## src/rtl/aes_inv_key_schedule_if.sv

```systemverilog
// ============================================================================
// Module   : aes_inv_key_schedule_if
// Brief    : Start request and round-key stream bundle for the inverse AES-128
//            key schedule.
// Revision : 1.0 - initial release
// ============================================================================
`default_nettype none

interface aes_inv_key_schedule_if;
    logic         start;
    logic [127:0] key_in;
    logic         busy;
    logic         rk_valid;
    logic         rk_ready;
    logic [127:0] rk_out;
    logic [3:0]   rk_round;
    logic         done;

    modport master (
        output start, key_in, rk_ready,
        input  busy, rk_valid, rk_out, rk_round, done
    );

    modport slave (
        input  start, key_in, rk_ready,
        output busy, rk_valid, rk_out, rk_round, done
    );
endinterface

`default_nettype wire

```

## src/rtl/aes_inv_key_schedule.sv

```systemverilog
// ============================================================================
// Module   : aes_inv_key_schedule
// Brief    : Iterative inverse AES-128 key schedule; walks from round NR back
//            to round 0, one key per accepted handshake.
// Revision : 1.0 - initial release
// ============================================================================
`default_nettype none

// AES S-box computed as GF(2^8) inverse (a^254) followed by the affine map.
module aes_inv_key_schedule_sbox (
    input  logic [7:0] in_byte,
    output logic [7:0] out_byte
);
    function automatic logic [7:0] gf_mul(input logic [7:0] a, input logic [7:0] b);
        logic [7:0] acc;
        logic [7:0] sh;
        acc = 8'h00;
        sh  = a;
        for (int i = 0; i < 8; i++) begin
            if (b[i]) acc = acc ^ sh;
            sh = {sh[6:0], 1'b0} ^ (sh[7] ? 8'h1b : 8'h00);
        end
        return acc;
    endfunction

    function automatic logic [7:0] gf_inv(input logic [7:0] a);
        logic [7:0] r;
        logic [7:0] s;
        r = 8'h01;
        s = a;
        for (int i = 1; i < 8; i++) begin
            s = gf_mul(s, s);
            r = gf_mul(r, s);
        end
        return r;
    endfunction

    logic [7:0] w_inv;

    assign w_inv    = gf_inv(in_byte);
    assign out_byte = w_inv
                    ^ {w_inv[6:0], w_inv[7]}
                    ^ {w_inv[5:0], w_inv[7:6]}
                    ^ {w_inv[4:0], w_inv[7:5]}
                    ^ {w_inv[3:0], w_inv[7:4]}
                    ^ 8'h63;
endmodule

module aes_inv_key_schedule #(
    parameter int NR = 10
) (
    input  logic                   clk,
    input  logic                   rst,
    aes_inv_key_schedule_if.slave  bus
);
    localparam logic [0:0] S_IDLE = 1'b0;
    localparam logic [0:0] S_EMIT = 1'b1;

    localparam logic [3:0] C_NR_ROUND = NR[3:0];

    logic [0:0]   r_state;
    logic [127:0] r_cur;
    logic [3:0]   r_round;
    logic         r_done;

    logic [31:0]  w_w4, w_w5, w_w6, w_w7;
    logic [31:0]  w_n0, w_n1, w_n2, w_n3;
    logic [31:0]  w_rot;
    logic [31:0]  w_sub;
    logic [3:0]   w_prev_round;
    logic [7:0]   w_rcon;

    assign w_w4 = r_cur[127:96];
    assign w_w5 = r_cur[95:64];
    assign w_w6 = r_cur[63:32];
    assign w_w7 = r_cur[31:0];

    // Undo the forward recurrence from the last word downwards; w_n3 feeds w_n0.
    assign w_n3  = w_w7 ^ w_w6;
    assign w_n2  = w_w6 ^ w_w5;
    assign w_n1  = w_w5 ^ w_w4;
    assign w_rot = {w_n3[23:0], w_n3[31:24]};

    generate
        for (genvar g = 0; g < 4; g++) begin : g_sbox
            aes_inv_key_schedule_sbox u_sbox (
                .in_byte  (w_rot[8*g +: 8]),
                .out_byte (w_sub[8*g +: 8])
            );
        end
    endgenerate

    assign w_prev_round = r_round - 4'd1;

    always_comb begin
        w_rcon = 8'h00;
        case (w_prev_round)
            4'd0:    w_rcon = 8'h01;
            4'd1:    w_rcon = 8'h02;
            4'd2:    w_rcon = 8'h04;
            4'd3:    w_rcon = 8'h08;
            4'd4:    w_rcon = 8'h10;
            4'd5:    w_rcon = 8'h20;
            4'd6:    w_rcon = 8'h40;
            4'd7:    w_rcon = 8'h80;
            4'd8:    w_rcon = 8'h1b;
            4'd9:    w_rcon = 8'h36;
            default: w_rcon = 8'h00;
        endcase
    end

    assign w_n0 = w_w4 ^ w_sub ^ {w_rcon, 24'h000000};

    always_ff @(posedge clk or posedge rst) begin
        if (rst) begin
            r_state <= S_IDLE;
            r_cur   <= '0;
            r_round <= '0;
            r_done  <= 1'b0;
        end else begin
            r_done <= 1'b0;
            case (r_state)
                S_IDLE: begin
                    // A start coinciding with the done pulse is dropped.
                    if (bus.start && !r_done) begin
                        r_cur   <= bus.key_in;
                        r_round <= C_NR_ROUND;
                        r_state <= S_EMIT;
                    end
                end
                S_EMIT: begin
                    if (bus.rk_ready) begin
                        if (r_round != 4'd0) begin
                            r_cur   <= {w_n0, w_n1, w_n2, w_n3};
                            r_round <= w_prev_round;
                        end else begin
                            r_state <= S_IDLE;
                            r_done  <= 1'b1;
                        end
                    end
                end
                default: r_state <= S_IDLE;
            endcase
        end
    end

    assign bus.busy     = (r_state == S_EMIT);
    assign bus.rk_valid = (r_state == S_EMIT);
    assign bus.rk_out   = r_cur;
    assign bus.rk_round = r_round;
    assign bus.done     = r_done;
endmodule

`default_nettype wire
```

## src/flat_wrapper.sv

```systemverilog
// flat-port wrapper written by rule: the top's interface ports become plain ports
module aes_inv_key_schedule_flat 
#(
    parameter int NR = 10
)
  (clk, rst, bus_start, bus_key_in, bus_rk_ready, bus_busy, bus_rk_valid, bus_rk_out, bus_rk_round, bus_done);
  aes_inv_key_schedule_if bus_i ();
  input  logic clk;
  input  logic rst;
  input wire logic [$bits(bus_i.start)-1:0] bus_start;
  input wire logic [$bits(bus_i.key_in)-1:0] bus_key_in;
  input wire logic [$bits(bus_i.rk_ready)-1:0] bus_rk_ready;
  output wire logic [$bits(bus_i.busy)-1:0] bus_busy;
  output wire logic [$bits(bus_i.rk_valid)-1:0] bus_rk_valid;
  output wire logic [$bits(bus_i.rk_out)-1:0] bus_rk_out;
  output wire logic [$bits(bus_i.rk_round)-1:0] bus_rk_round;
  output wire logic [$bits(bus_i.done)-1:0] bus_done;
  assign bus_i.start = bus_start;
  assign bus_i.key_in = bus_key_in;
  assign bus_i.rk_ready = bus_rk_ready;
  assign bus_busy = bus_i.busy;
  assign bus_rk_valid = bus_i.rk_valid;
  assign bus_rk_out = bus_i.rk_out;
  assign bus_rk_round = bus_i.rk_round;
  assign bus_done = bus_i.done;
  aes_inv_key_schedule #(.NR(NR)) u_core (.clk(clk), .rst(rst), .bus(bus_i));
endmodule
```

## config.mk

```make
export PLATFORM = sky130hd
export DESIGN_NAME = aes_inv_key_schedule_flat
export DESIGN_NICKNAME = d
export VERILOG_FILES = /design/src/rtl/aes_inv_key_schedule_if.sv /design/src/rtl/aes_inv_key_schedule.sv /design/src/flat_wrapper.sv
export SDC_FILE = /design/constraint.sdc
export NUM_CORES = 2
export LEC_CHECK = 0
export BUFFER_PORTS_ARGS = -buffer_cell sky130_fd_sc_hd__buf_4
export CORE_MARGIN = 3
export CORE_UTILIZATION = 40
export CTS_CLUSTER_SIZE = 20
export DETAILED_ROUTE_END_ITERATION = 7
export GPL_ROUTABILITY_DRIVEN = 0
export GPL_TIMING_DRIVEN = 0
export SYNTH_ARGS = -nofsm -noshare
export SYNTH_HDL_FRONTEND = slang
export SYNTH_HIERARCHICAL = 1
export SYNTH_SLANG_ARGS = --single-unit
```

## constraint.sdc

```tcl
create_clock -name clk -period 19.1 [get_ports clk]
set_input_delay 2.865 -clock clk [delete_from_list [all_inputs] [get_ports clk]]
set_output_delay 2.865 -clock clk [all_outputs]
set_load 0.03 [all_outputs]
```

==> impl_metrics.yaml <==
outcome:
  run_status: "complete, no violations"
yosys:
  ys_ff_latch: 134
  synth_async_sr_flop_share_pct: 100
  synth_commonest_cells: "1396 x xnor2_1, 1084 x nor2_1, 835 x nand2_1"
  syn_area_per_cell_um2: 7.94
  synth.net_count: 8766
  synth_top_area_share_pct: 17.9
  yosys_warnings: 6
  syn_inst: 8601
  synth_area_leaders: "xnor2_1 18%, xnor3_1 12%, nor2_1 6.0%"
  synth_area_leader_cell: "xnor2_1"
  ys_seq_area_share_pct: 4.91
  synth_cell_type_count: 120
  synth_area_mm2: 0.0683
  synth_ff_type: "dfrtp_1"
  synth_edf_count: 0
  synth.most_common_cell: "xnor2_1"
setup_path:
  crit_slowest_cell: "o31ai_1"
  crit_type: "reg -> reg"
  worstPathArrival_ps: 18660
  cpPeakStageDelay_ps: 690
  cp-end-kind: "register"
  crit_fanout: 10
  critPathLaunchType: "register"
  cp_data_required_time_ps: 19380
  cpLargestDelayFamily: "XOR/XNOR gates"
  worst-path-buf-inv: 11
global_route:
  grt-ovfl-total: 0
  grt_use_total_pct: 25.0
  grt_pass1_wl_mm: 359
  first_global_vias: 61900
  antenna_found_initial: 3
  grt_max_degree: 86
route:
  vias_per_cell: 5.89
  wire_per_inst_um: 20.7
  vias: 65500
  detail_route.wirelength_mm: 230
  drtPass1Iterations: 6
  drc: 0
  detail-route-antenna-nets: 0
  drt_iter0_markers: 6987
clock_tree:
  cts_sinks: 134
  cts.clk_slew.worst_paths_ps: 60
  clk_latency_ps: 440
  cts_htree_levels: 4
  cts_root_buffer: "clkbuf_16"
  cts_tree: "done"
  cts_buffers: 17
  cts_max_path_buffers: 2
cells_and_area:
  syn2layout_area_growth_pct: 8.57
  drive_above_1_share_pct: 13.0
  fin_nets: 9055
timing:
  finalCritPeriodShare_pct: 96.2
  max_freq_mhz: 54.4
  clock_skew_ps: 12.3
  finalSetupViolations: 0
  period_minus_slack_ps: 18380
  fin_ws_ps: 718
  worst_pin_slew_ps: 1400
  slew_headroom_pct: 6.24
  maxSlewViolCount: 0
  finalHoldViolCount: 0
placement:
  dpl.hpwl_mm: 177
  place_ws_ps: -333
  portBuffers: 266
floorplanning:
  design.die.area_mm2: 0.176
  die_y_um: 419
  rows: 150
  core_area_mm2: 0.168
  die_w_um: 419
  io_pins: 267
  start_util_pct: 40.5
job:
  drv_cap: 0
worst_hold_path:
  hold_path_class: "reg -> reg"
## routing by layer
| layer | vias to the layer above | share of wire [%] | track usage [%] |
|---|---|---|---|
| li1 | 30700 | - | - |
| met1 | 31600 | 43 | 34.1 |
| met2 | 2748 | 47 | 41.9 |
| met3 | 395 | 6.6 | 2.18 |
| met4 | 2 | 3.1 | 7.17 |
| met5 | - | 0.0065 | 0 |
## area by class of cell
class                           count  area, um^2
Antenna cell                        3        7.51
Clock buffer                       23         478
Buffer                            599        2950
Clock inverter                      8         123
Timing Repair Buffer              271        2050
Tap cell                         2204        2760
Fill cell                       16800       94200
Sequential cell                   134        3350
Multi-Input combinational cell   7779       62000
Inverter                           88         335
## placed cells by master, fill, tap and decap left out, types with 134 or more instances in the layout
master,n
buf_4,320
nor2_1,1084
o21ai_0,309
mux2i_1,267
xor2_1,379
clkbuf_1,290
xnor3_1,356
nand2b_1,145
nor3_1,213
nand2_1,835
o22ai_1,156
nand3_1,275
buf_2,151
xnor2_2,192
xnor2_1,1378
a21oi_1,455
dfrtp_1,134
## state kept, by name (all words and copies together), names as in the netlist
register / cells
u_core/bus.rk_out: 128
u_core/bus.busy: 1
u_core/bus.rk_round: 4
u_core/bus.done: 1
## final timing paths
path,from,to,slack (ps),cells after the start
worst max register to register,u_core/bus.rk_out[31],u_core/bus.rk_out[101],720,59
worst min-delay path,u_core/bus.rk_out[6],u_core/bus.rk_out[6],530,2
max in group asynchronous,rst,u_core/bus.rk_out[122],15750,3
min in group asynchronous,rst,u_core/bus.rk_out[76],2480,2
worst min register to register,u_core/bus.rk_out[6],u_core/bus.rk_out[6],530,2
worst max-delay path,u_core/bus.rk_out[31],u_core/bus.rk_out[101],720,59
## cells by family (layout without fill, tap and decap cells)
| kind of cell | count (synthesis) | count (layout) | share of synthesized area, % |
|---|---|---|---|
| AO/OA/AOI/OAI | 1810 | 1810 | 17.7 |
| XOR/XNOR | 2529 | 2529 | 46.0 |
| adder cells (fa/ha/maj) | 37 | 37 | 0.664 |
| buffers and inverters | 688 | 989 | 4.80 |
| flip-flops | 134 | 134 | 4.91 |
| multiplexers | 328 | 328 | 5.05 |
| other | 0 | 3 | 0 |
| AND/OR/NAND/NOR | 3075 | 3075 | 20.8 |
## per-stage QoR
step | cell area (um^2) | TNS [ps] | std cells | hold WS [ps] | util, %
2_1_floorplan | 68300 | 0 | 8601 | 671 | -
3_3_place_gp | 73000 | -592 | 11100 | 519 | 43.4
3_5_place_dp | 73100 | -1750 | 11100 | 520 | 43.4
4_1_cts | 73700 | 0 | 11100 | 533 | 43.8
5_1_grt | 74100 | -54.1 | 11100 | 572 | 44.0
6_report | 74100 | 0 | 11100 | 529 | 44.0
## tightest hold or removal path: stages (launching register included)
cell     delay [ps]
dfrtp_1         370
nand2_1          60
o21ai_1          60
## repair_timing
action / 4_1_cts / 5_1_grt
hold buffers: 0 / 0
gates resized for setup: 7 / 60
setup buffers: 0 / 4
endpoints found under the setup margin: 9 / 32
pin swaps: 0 / 1
Power is left out: the tool's default activity adds up to more than one toggle a clock period on the data nets, which glitch-free logic cannot reach.
